--- src/rtl/cpu_core_ws_if.sv ---
// Instruction/data bus bundle for cpu_core_ws; master = core, slave = memories.
// Handshake: a request (instrReq/dataReq) stays high until the edge where its valid/ack is seen high; valid/ack are ignored while the request is low.
interface cpu_core_ws_if #(
    parameter int DATA_W  = 32,
    parameter int PC_W    = 12,
    parameter int DADDR_W = 14
);
    logic [PC_W-1:0]    instrAddr;
    logic               instrReq;
    logic [31:0]        instrIn;
    logic               instrValid;
    logic [DADDR_W-1:0] dataAddr;
    logic [DATA_W-1:0]  dataOut;
    logic               dataWrEn;
    logic               dataReq;
    logic [DATA_W-1:0]  dataIn;
    logic               dataAck;

    modport master (
        output instrAddr, instrReq,
        input  instrIn, instrValid,
        output dataAddr, dataOut, dataWrEn, dataReq,
        input  dataIn, dataAck
    );

    modport slave (
        input  instrAddr, instrReq,
        output instrIn, instrValid,
        input  dataAddr, dataOut, dataWrEn, dataReq,
        output dataIn, dataAck
    );
endinterface

--- src/rtl/cpu_core_ws.sv ---
// Multi-cycle CPU core with wait-state instruction/data handshakes, carry/ADDC, HALT and sticky illegal flag.
// Optional unsigned multiplier (opcode 09) enabled by defining CPU_CORE_WS_MUL_EN.
module cpu_core_ws #(
    parameter int          DATA_W   = 32,
    parameter int          PC_W     = 12,
    parameter int          DADDR_W  = 14,
    parameter int unsigned RESET_PC = 0
) (
    input  logic          clk,
    input  logic          nRst,
    cpu_core_ws_if.master bus,
    output logic [7:0]    cpuStatus
);
    typedef enum logic [2:0] {
        S_FETCH     = 3'd0,
        S_DECODE    = 3'd1,
        S_EXECUTE   = 3'd2,
        S_MEMWAIT   = 3'd3,
        S_WRITEBACK = 3'd4,
        S_HALT      = 3'd5
    } state_t;

    localparam logic [4:0] OP_LOAD  = 5'h01;
    localparam logic [4:0] OP_STORE = 5'h02;
    localparam logic [4:0] OP_AND   = 5'h03;
    localparam logic [4:0] OP_OR    = 5'h04;
    localparam logic [4:0] OP_XOR   = 5'h05;
    localparam logic [4:0] OP_ADD   = 5'h06;
    localparam logic [4:0] OP_ADDC  = 5'h07;
    localparam logic [4:0] OP_SUB   = 5'h08;
    localparam logic [4:0] OP_MUL   = 5'h09;
    localparam logic [4:0] OP_HALT  = 5'h1F;
    localparam logic [3:0] R_PC     = 4'hE;
    localparam logic [3:0] R_OVF    = 4'hF;

    state_t             r_state, w_next;
    logic [PC_W-1:0]    r_pc;
    logic [DATA_W-1:0]  r_regs [0:13];
    logic [DATA_W-1:0]  r_ovf;
    logic               r_zero, r_carry, r_ge, r_illegal;
    logic [31:0]        r_ir;
    logic [DATA_W-1:0]  r_a, r_b, r_result;
    logic               r_carry_n, r_ge_n, r_pass, r_legal;
    logic [DADDR_W-1:0] r_daddr;
    logic [DATA_W-1:0]  r_dout;
    logic               r_wren;

    logic               w_imb, w_cmp;
    logic [3:0]         w_ra, w_rb, w_rc;
    logic [13:0]        w_imm;
    logic [4:0]         w_opc;
    logic [2:0]         w_cond;
    logic [DATA_W-1:0]  w_imm_sx, w_aval, w_bval, w_bop, w_result;
    logic [DATA_W:0]    w_sum;
    logic               w_cin, w_carry_n, w_ge_n, w_pass, w_legal, w_is_mem;
    logic [PC_W-1:0]    w_pc_inc;

`ifdef CPU_CORE_WS_MUL_EN
    logic [DATA_W-1:0]   r_hi;
    logic [2*DATA_W-1:0] w_prod;
    assign w_prod = {{DATA_W{1'b0}}, r_a} * {{DATA_W{1'b0}}, r_b};
`endif

    assign w_imb    = r_ir[31];
    assign w_ra     = r_ir[30:27];
    assign w_rb     = r_ir[26:23];
    assign w_imm    = r_ir[26:13];
    assign w_opc    = r_ir[12:8];
    assign w_rc     = r_ir[7:4];
    assign w_cond   = r_ir[3:1];
    assign w_cmp    = r_ir[0];
    assign w_imm_sx = {{(DATA_W-14){w_imm[13]}}, w_imm};
    assign w_pc_inc = r_pc + PC_W'(1);

    always_comb begin
        w_aval = '0;
        if (w_ra == R_PC)
            w_aval = DATA_W'(r_pc);
        else if (w_ra == R_OVF)
            w_aval = r_ovf;
        else
            w_aval = r_regs[w_ra];
    end

    assign w_bval = w_imb ? w_imm_sx : ((w_rb < R_PC) ? r_regs[w_rb] : '0);

    // One adder serves ADD/ADDC/SUB and the LOAD effective address (SUB as A + ~B + 1).
    assign w_bop  = (w_opc == OP_SUB) ? ~r_b : r_b;
    assign w_cin  = (w_opc == OP_SUB) | ((w_opc == OP_ADDC) & r_carry);
    assign w_sum  = {1'b0, r_a} + {1'b0, w_bop} + {{DATA_W{1'b0}}, w_cin};
    assign w_ge_n = $signed(r_a) >= $signed(r_b);

    always_comb begin
        w_legal   = 1'b1;
        w_is_mem  = 1'b0;
        w_result  = '0;
        w_carry_n = 1'b0;
        case (w_opc)
            OP_LOAD:  begin w_is_mem = 1'b1; w_result = w_sum[DATA_W-1:0]; end
            OP_STORE: begin w_is_mem = 1'b1; w_result = r_a; end
            OP_AND:   w_result = r_a & r_b;
            OP_OR:    w_result = r_a | r_b;
            OP_XOR:   w_result = r_a ^ r_b;
            OP_ADD, OP_ADDC, OP_SUB: begin
                w_result  = w_sum[DATA_W-1:0];
                w_carry_n = w_sum[DATA_W];
            end
`ifdef CPU_CORE_WS_MUL_EN
            OP_MUL:   w_result = w_prod[DATA_W-1:0];
`endif
            OP_HALT:  w_result = '0;
            default:  w_legal = 1'b0;
        endcase
    end

    always_comb begin
        w_pass = 1'b1;
        case (w_cond)
            3'd1:    w_pass = 1'b0;
            3'd2:    w_pass = r_zero;
            3'd3:    w_pass = ~r_zero;
            3'd4:    w_pass = r_ge;
            3'd5:    w_pass = ~r_ge;
            default: w_pass = 1'b1;
        endcase
    end

    always_ff @(posedge clk or negedge nRst) begin
        if (!nRst)
            r_state <= S_FETCH;
        else
            r_state <= w_next;
    end

    always_comb begin
        w_next = r_state;
        case (r_state)
            S_FETCH:     if (bus.instrValid) w_next = S_DECODE;
            S_DECODE:    w_next = S_EXECUTE;
            S_EXECUTE:   w_next = (w_is_mem && w_pass) ? S_MEMWAIT : S_WRITEBACK;
            S_MEMWAIT:   if (bus.dataAck) w_next = S_WRITEBACK;
            S_WRITEBACK: w_next = (r_legal && r_pass && w_opc == OP_HALT) ? S_HALT : S_FETCH;
            S_HALT:      w_next = S_HALT;
            default:     w_next = S_FETCH;
        endcase
    end

    always_ff @(posedge clk or negedge nRst) begin
        if (!nRst) begin
            r_pc      <= PC_W'(RESET_PC);
            for (int i = 0; i < 14; i++) r_regs[i] <= '0;
            r_ovf     <= '0;
            r_zero    <= 1'b0;
            r_carry   <= 1'b0;
            r_ge      <= 1'b0;
            r_illegal <= 1'b0;
            r_ir      <= '0;
            r_a       <= '0;
            r_b       <= '0;
            r_result  <= '0;
            r_carry_n <= 1'b0;
            r_ge_n    <= 1'b0;
            r_pass    <= 1'b0;
            r_legal   <= 1'b0;
            r_daddr   <= '0;
            r_dout    <= '0;
            r_wren    <= 1'b0;
`ifdef CPU_CORE_WS_MUL_EN
            r_hi      <= '0;
`endif
        end else begin
            case (r_state)
                S_FETCH: if (bus.instrValid) r_ir <= bus.instrIn;
                S_DECODE: begin
                    r_a <= w_aval;
                    r_b <= w_bval;
                end
                S_EXECUTE: begin
                    r_result  <= w_result;
                    r_carry_n <= w_carry_n;
                    r_ge_n    <= w_ge_n;
                    r_pass    <= w_pass;
                    r_legal   <= w_legal;
`ifdef CPU_CORE_WS_MUL_EN
                    r_hi      <= w_prod[2*DATA_W-1:DATA_W];
`endif
                    if (w_is_mem && w_pass) begin
                        r_daddr <= (w_opc == OP_LOAD) ? w_sum[DADDR_W-1:0] : r_b[DADDR_W-1:0];
                        if (w_opc == OP_STORE) r_dout <= r_a;
                        r_wren  <= (w_opc == OP_STORE);
                    end
                end
                S_MEMWAIT: if (bus.dataAck) begin
                    r_wren <= 1'b0;
                    if (!r_wren) r_result <= bus.dataIn;
                end
                S_WRITEBACK: begin
                    if (w_cmp && r_legal) begin
                        r_zero  <= (r_result == '0);
                        r_carry <= r_carry_n;
                        r_ge    <= r_ge_n;
                    end
                    if (!r_legal) begin
                        r_illegal <= 1'b1;
                        r_pc      <= w_pc_inc;
                    end else if (!r_pass || w_opc == OP_STORE) begin
                        r_pc <= w_pc_inc;
                    end else if (w_opc != OP_HALT) begin
                        if (w_rc == R_PC) begin
                            r_pc <= r_result[PC_W-1:0];
                        end else if (w_rc == R_OVF) begin
                            r_ovf <= r_result;
                            r_pc  <= w_pc_inc;
                        end else begin
                            r_regs[w_rc] <= r_result;
                            r_pc         <= w_pc_inc;
                        end
`ifdef CPU_CORE_WS_MUL_EN
                        if (w_opc == OP_MUL && w_rc != R_OVF) r_ovf <= r_hi;
`endif
                    end
                end
                default: ;
            endcase
        end
    end

    // instrReq is gated by nRst so it drops the moment reset asserts.
    assign bus.instrAddr = r_pc;
    assign bus.instrReq  = (r_state == S_FETCH) && nRst;
    assign bus.dataReq   = (r_state == S_MEMWAIT);
    assign bus.dataAddr  = r_daddr;
    assign bus.dataOut   = r_dout;
    assign bus.dataWrEn  = r_wren;
    assign cpuStatus     = {r_ge, r_carry, r_zero, r_illegal, (r_state == S_HALT), 3'(r_state)};
endmodule

--- src/flat_wrapper.sv ---
// flat-port wrapper written by rule: the top's interface ports become plain ports
module cpu_core_ws_flat 
#(
    parameter int          DATA_W   = 32,
    parameter int          PC_W     = 12,
    parameter int          DADDR_W  = 14,
    parameter int unsigned RESET_PC = 0
)
  (clk, nRst, cpuStatus, bus_instrAddr, bus_instrReq, bus_instrIn, bus_instrValid, bus_dataAddr, bus_dataOut, bus_dataWrEn, bus_dataReq, bus_dataIn, bus_dataAck);
  cpu_core_ws_if #(.DATA_W(DATA_W), .PC_W(PC_W), .DADDR_W(DADDR_W)) bus_i ();
  input  logic clk;
  input  logic nRst;
  output logic [7:0] cpuStatus;
  output wire logic [$bits(bus_i.instrAddr)-1:0] bus_instrAddr;
  output wire logic [$bits(bus_i.instrReq)-1:0] bus_instrReq;
  input wire logic [$bits(bus_i.instrIn)-1:0] bus_instrIn;
  input wire logic [$bits(bus_i.instrValid)-1:0] bus_instrValid;
  output wire logic [$bits(bus_i.dataAddr)-1:0] bus_dataAddr;
  output wire logic [$bits(bus_i.dataOut)-1:0] bus_dataOut;
  output wire logic [$bits(bus_i.dataWrEn)-1:0] bus_dataWrEn;
  output wire logic [$bits(bus_i.dataReq)-1:0] bus_dataReq;
  input wire logic [$bits(bus_i.dataIn)-1:0] bus_dataIn;
  input wire logic [$bits(bus_i.dataAck)-1:0] bus_dataAck;
  assign bus_instrAddr = bus_i.instrAddr;
  assign bus_instrReq = bus_i.instrReq;
  assign bus_i.instrIn = bus_instrIn;
  assign bus_i.instrValid = bus_instrValid;
  assign bus_dataAddr = bus_i.dataAddr;
  assign bus_dataOut = bus_i.dataOut;
  assign bus_dataWrEn = bus_i.dataWrEn;
  assign bus_dataReq = bus_i.dataReq;
  assign bus_i.dataIn = bus_dataIn;
  assign bus_i.dataAck = bus_dataAck;
  cpu_core_ws #(.DATA_W(DATA_W), .PC_W(PC_W), .DADDR_W(DADDR_W), .RESET_PC(RESET_PC)) u_core (.clk(clk), .nRst(nRst), .bus(bus_i), .cpuStatus(cpuStatus));
endmodule
--- config.mk ---
export PLATFORM = sky130hd
export DESIGN_NAME = cpu_core_ws_flat
export DESIGN_NICKNAME = d
export VERILOG_FILES = /design/src/rtl/cpu_core_ws_if.sv /design/src/rtl/cpu_core_ws.sv /design/src/flat_wrapper.sv
export SDC_FILE = /design/constraint.sdc
export NUM_CORES = 2
export LEC_CHECK = 0
export ABC_AREA = 1
export CAP_MARGIN = 25
export CORE_MARGIN = 8
export CORE_UTILIZATION = 45
export CTS_BUF_LIST = sky130_fd_sc_hd__clkbuf_16
export DETAILED_ROUTE_END_ITERATION = 6
export GPL_TIMING_DRIVEN = 0
export SYNTH_ARGS = -nofsm -noshare
export SYNTH_HDL_FRONTEND = slang
export SYNTH_SLANG_ARGS = --single-unit
--- constraint.sdc ---
create_clock -name clk -period 3.6 [get_ports clk]
set_input_delay 0.36 -clock clk [delete_from_list [all_inputs] [get_ports clk]]
set_output_delay 0.36 -clock clk [all_outputs]
set_load 0.01 [all_outputs]
; ---- After elaboration in Yosys (flattened, before gate mapping)
; Index checks and enable logic that the tools add are counted.
; W data, S select, Z words.
[word_totals]
word_cells = 146
ff_bits = 678
output_inout_bits = 69
[classes]
muxes = 35
order_cmp = 6
n_reduce_logical = 26
n_addsub = 3
bitwise_logic = 15
n_eq_ne = 29
[ops]
columns = cell, count
row1 = $bwmux W448, 1
row2 = $mux W32, 12
row3 = $bmux W32 S4, 2
row4 = $pmux W32 S5, 1
row5 = $demux W32 S4, 1
row6 = $pmux W32 S2, 1
row7 = $mux W12, 4
row8 = $add A32 B32 Y33, 1
row9 = $add A33 B1 Y33, 1
row10 = $and A32 B32 Y32, 1
row11 = $ge A32 B32 Y1, 1
row12 = $logic_not A32 Y1, 1
row13 = $not A32 Y32, 1
row14 = $or A32 B32 Y32, 1
row15 = $xor A32 B32 Y32, 1
row16 = $eq A5 B3 Y1 const B, 4
row17 = $pmux W3 S6, 1
row18 = $eq A4 B4 Y1 const B, 4
row19 = $ge A5 B5 Y1 const B, 3
row20 = $not A4 Y5, 3
row21 = $mux W14, 1
row22 = $add A12 B1 Y12 const B, 1
row23 = $eq A3 B2 Y1 const B, 4
row24 = $eq A3 B3 Y1 const B, 4
row25 = other kinds (30), 59

; ---- Depth between registers and ports, before layout
[logic_depth]
word_depth = 6
ltp_mapped = 21
mapped_depth_nobuf = 21

; ---- Worst setup path before layout
; Ideal clock, no wire load.
[synth_timing]
path_type = register to register
startpoint = register u_core.r_ir[8]
endpoint = register u_core.r_result[12]
stages_incl_launch_ff = 18
arrival_time_ps = 2895
n_path_buf = 1
path_slack_ps = 566
required_time_ps = 3461
path_cell_list = dfrtp_1 -> nor2_1 -> nand4_1 -> clkbuf_1 -> xor2_1 -> fa_1 -> inv_1 -> fa_1 -> inv_1 -> nand3_1 -> nand3_1 -> nand2_1 -> nand3_1 -> or2_2 -> nand3_1 -> nand2_1 -> nand2_1 -> a22oi_1
[synth_between]
elab_chain_len = 6
[synth_lines]
columns = item, line_no
row1 = "start, declared", cpu_core_ws.sv:41  ; logic [31:0] r_ir;
row2 = "start signal, assigned", cpu_core_ws.sv:173  ; S_FETCH: if (bus.instrValid) r_ir <= bus.instrIn;
row3 = $eq A5 B4 Y1 / $eq A5 B3 Y1 (equally long branches), "cpu_core_ws.sv:88, cpu_core_ws.sv:89, cpu_core_ws.sv:98"
row4 = $mux W32 / $and A1 B1 Y1 (equally long branches), "cpu_core_ws.sv:88, cpu_core_ws.sv:89"
row5 = $add A32 B32 Y33 / $or A1 B1 Y1 (equally long branches), "cpu_core_ws.sv:90, cpu_core_ws.sv:89"
row6 = $add A33 B1 Y33, cpu_core_ws.sv:90  ; assign w_sum = {1'b0, r_a} + {1'b0, w_bop} + {{DATA_W{1'b0}}, w_cin};
row7 = $pmux W32 S5 (*), cpu_core_ws.sv:98  ; case (w_opc)
row8 = $pmux W32 S2 (*), cpu_core_ws.sv:172  ; case (r_state)
row9 = "end signal, assigned", cpu_core_ws.sv:179  ; r_result <= w_result;
row10 = "end signal, assigned", cpu_core_ws.sv:195  ; if (!r_wren) r_result <= bus.dataIn;
row11 = "end, declared", cpu_core_ws.sv:42  ; logic [DATA_W-1:0] r_a, r_b, r_result;
; Mark *: on every way between the ends. The rest lies on a longest branch, timed or not.
; A chain may end at the register's enable or synchronous reset.

; ---- Worst setup path after layout
[layout_timing]
startpoint = register u_core.r_ir[28]
endpoint = register u_core.r_a[14]
[layout_between]
elab_chain_len = 6
[layout_lines]
columns = item, line_no
row1 = $not A4 Y5 (not written as such), cpu_core_ws.sv:82  ; w_aval = r_regs[w_ra];
row2 = $bmux W32 S4, cpu_core_ws.sv:82
row3 = $mux W32 (not written as such) (2 in series), cpu_core_ws.sv:82
row4 = $mux W32, cpu_core_ws.sv:79  ; else if (w_ra == R_OVF)
row5 = $mux W32 (*), cpu_core_ws.sv:77  ; if (w_ra == R_PC)
row6 = "end signal, assigned", cpu_core_ws.sv:175  ; r_a <= w_aval;
row7 = "end, declared", cpu_core_ws.sv:42
; Mark *: on every way between the ends. The rest lies on a longest branch, timed or not. The select of a mux whose other input is x is not followed.

==> out/summary.txt <==
Die Height: 309 microns
# setup viols final: 0
top cell type's share of synthesized area: 43.9%
Nets: 5652
1st-iter DRT viols: 5421
final instance area: 44300 sq um
Slew headroom: 22.0%
clk root buf: clkbuf_16
worst skew pair latency: 660 ps
worst vdd rail ir drop: 0.486 mV
Async SR Flop Fraction: 100%
Worst-Margin Slew: 1170 ps
pin count of the biggest net entering global routing: 114
first-pass GRT wire length: 263000 microns
run status: finished with violations
crit path from: u_core.r_ir[28]
Power per Cell Area: 886 nW/um^2
Post-Place Cells: 6508
P&R area growth vs syn: 14.8%
Syn Nets: 5417
Primary FF master, synth: dfrtp_1
r2r startpoint: u_core.r_ir[28]
RSZ-0062 raised after global routing: false
share of cells above drive strength 1: 3.44%
Max Freq: 279 MHz
Pleak: 20.0 nW
FILL cells: 8599
number of synthesized flops with an enable pin: 0
Mapped Area: 38600 sq um
routed wire length: 184000 microns
First-pass DRT Iterations: 7
DRC: 4
CP Launch Type: flip-flop
Syn Inst Count: 5219
Initial Util: 45.4%
crit end category: flip-flop
setup TNS: 0 ps
worst-path fanout max: 10
period utilization: 99.7%
WP data required: 4170 ps
Worst-path clk slew: 60 ps
drt wl/cell: 27.6 microns
Mean Syn Cell Area: 7.40 sq um
violated checks: DRC
Fin Hold WS: 192 ps
area leader, netlist: dfrtp_1
Vias: 39500
worst reg2reg path depth: 10
Port Buffers: 136
CP max stage delay: 590 ps
Warnings, synthesis: 0
WP data arrival: 4160 ps
routed vias/inst: 5.93
gr ovfl total: 0
I/O pin cnt: 137
FP Rows: 107
Clock Skew: 17.8 ps
top post-synthesis cells by area: dfrtp_1 44%, nand2_1 14%, o21ai_0 14%, a21oi_1 4.7%, inv_1 4.4%
fin. max-slew vios: 0
Die ar.: 95500 sq um
slowest CP cell: o21ai_0
placed instance area: 41600 sq um
Final GP Congestion: 1.03
Max clock buf depth: 3
hold crit path type: in -> async
Layout Cells excl Fill: 6664
clock tree sinks: 678
post-synthesis sequential area ratio: 43.9%
reg-to-reg endpoint: u_core.r_a[14]
CTS tree: built
post-DP HPWL: 145000 microns
Fin. Hold Viols: 0
Core Region: 85100 sq um
Global Route Usage Sum: 37.7%
antenna violations before repair: 10
# H-tree levels: 3
post-synth cell types: 41
number of synthesized register bits: 678
number of global-route vias before repair: 37400
Routed Antenna Nets: 0
Final min period: 3590 ps
final core utilization: 52.1%
die width: 309 microns
CP cell instances: nand2_1, inv_1, clkbuf_1, buf_2, nand2_1, a31oi_1, a21oi_1, o21ai_0, a21oi_1, o21ai_0
reg-to-reg slack, setup: 10 ps
CP Class: reg -> reg
CTS Buf Count: 79
Max-Cap Viols: 0
-- power by group --
| group | total (mW) | switching (mW) | leakage [nW] | internal (mW) |
|---|---|---|---|---|
| Clock | 8.21 | 3.53 | 1.28 | 4.68 |
| Sequential | 10.8 | 1.50 | 9.16 | 9.33 |
| Combinational | 20.2 | 15.1 | 9.60 | 5.15 |
-- area by class of cell --
cell class / instances / area (sq um) / share of cell area, %
Antenna cell: 4 / 10.0 / 0.0226
Inverter: 467 / 1750 / 3.95
Timing Repair Buffer: 154 / 1670 / 3.76
Multi-Input combinational cell: 3718 / 18600 / 41.9
Tap cell: 1144 / 1430 / 3.23
Clock inverter: 60 / 490 / 1.11
Clock buffer: 83 / 2080 / 4.68
Sequential cell: 678 / 17000 / 38.3
Buffer: 356 / 1390 / 3.13
-- worst max-delay path: cells and delay by family (launching register included) --
family	cells	cell delay [ps]
DFF	1	480
and+or+nand+nor	2	480
AOI/OAI and AO/OA	5	1270
buffers and inverters	3	1260
-- metal layers --
metal	GRT usage, %	vias to the layer above	wire length [microns]
met5	0	-	65
met4	18.0	8	9910
met3	9.04	481	19600
met2	57.5	2331	79800
met1	50.3	18900	74700
li1	-	17700	-
-- cells in the mapped netlist (2+ instances only) --
master and instances:
xnor2_1 2, ha_1 128, fa_1 2, o221ai_1 10, o22ai_1 12, nand3b_1 8
inv_1 452, buf_2 13, a211oi_1 18, nand3_1 91, dfrtp_1 678, mux2_2 15
clkinv_1 9, a21o_1 2, nand4_1 38, buf_4 4, o211ai_1 72, inv_2 6
buf_1 22, o31ai_1 13, a21oi_1 360, o21bai_1 6, a31oi_1 14, nor2_1 249
nand2_1 1430, nor3_1 14, clkbuf_1 317, or2_2 7, o21ai_1 18, xor2_1 43
o21a_1 2, a21boi_0 9, a22oi_1 92, nand4_2 5, o2111ai_1 5, and3_1 2
a221oi_1 3, nor4_1 4, o21ai_0 1042
-- cells by family after synthesis --
logic type / after synthesis / share of synthesized area, %
simple gates: 1849 / 18.9
compound gates: 1679 / 23.4
xor+xnor: 45 / 1.02
buf+inv: 823 / 8.08
mux: 15 / 0.437
flops: 678 / 43.9
fa+ha+maj: 130 / 4.25
-- sequential cells by signal, summed over array words and instances (netlist names) --
register / flops
u_core.r_ge_n: 1
u_core.bus.instrAddr: 12
u_core.r_illegal: 1
u_core.r_ir: 32
u_core.r_a: 32
u_core.r_b: 32
u_core.r_ge: 1
u_core.r_result: 32
u_core.r_legal: 1
u_core.r_carry_n: 1
u_core.bus.dataOut: 32
u_core.r_carry: 1
u_core.bus.dataWrEn: 1
u_core.r_pass: 1
u_core.r_ovf: 32
u_core.r_zero: 1
u_core.r_regs: 448
u_core.bus.dataAddr: 14
u_core.r_state: 3
-- cell usage in the layout, fill, tap and decap left out, drive strengths merged, types with 3 or more instances in the layout --
| cell | count |
|---|---|
| a22oi | 92 |
| o221ai | 10 |
| nand3 | 91 |
| bufinv | 7 |
| o2111ai | 5 |
| inv | 477 |
| a21boi | 9 |
| o31ai | 13 |
| clkdlybuf4s50 | 135 |
| buf | 57 |
| a211oi | 18 |
| dfrtp | 678 |
| nand4 | 43 |
| or2 | 7 |
| nor2 | 249 |
| clkbuf | 399 |
| diode | 4 |
| mux2 | 15 |
| nand2 | 1430 |
| o211ai | 72 |
| clkinvlp | 7 |
| o21bai | 6 |
| a221oi | 3 |
| nor3 | 14 |
| ha | 128 |
| nor4 | 5 |
| o21ai | 1060 |
| o22ai | 12 |
| nand3b | 8 |
| a31oi | 14 |
| xor2 | 43 |
| clkinv | 36 |
| a21oi | 360 |
-- stage by stage --
step,power (mW),setup WS [ps]
4_1_cts,38.3,16.8
3_5_place_dp,30.1,-720
3_3_place_gp,29.9,-29540
2_1_floorplan,21.2,566
5_1_grt,40.9,1.87
6_report,39.3,11.1
-- timing repair --
item / CTS / global route
hold buffers: 1 / 0
pin swaps: 0 / 1
resized for setup: 7 / 11
hold endpoints to repair: 63 / 0
setup endpoints to repair: 36 / 27
buffers inserted: 3 / 1
-- worst max path at each step --
stage	endpoint	slack (ps)	cells after the start
floorplan	u_core.r_result[12]	570	17
global placement	u_core.r_regs[153]	-29540	1
detailed placement	u_core.r_result[12]	-720	17
CTS	u_core.r_a[26]	20	9
global route	u_core.r_carry_n	2	19
finish	u_core.r_a[14]	10	10
(Power assumes the default switching activity.)
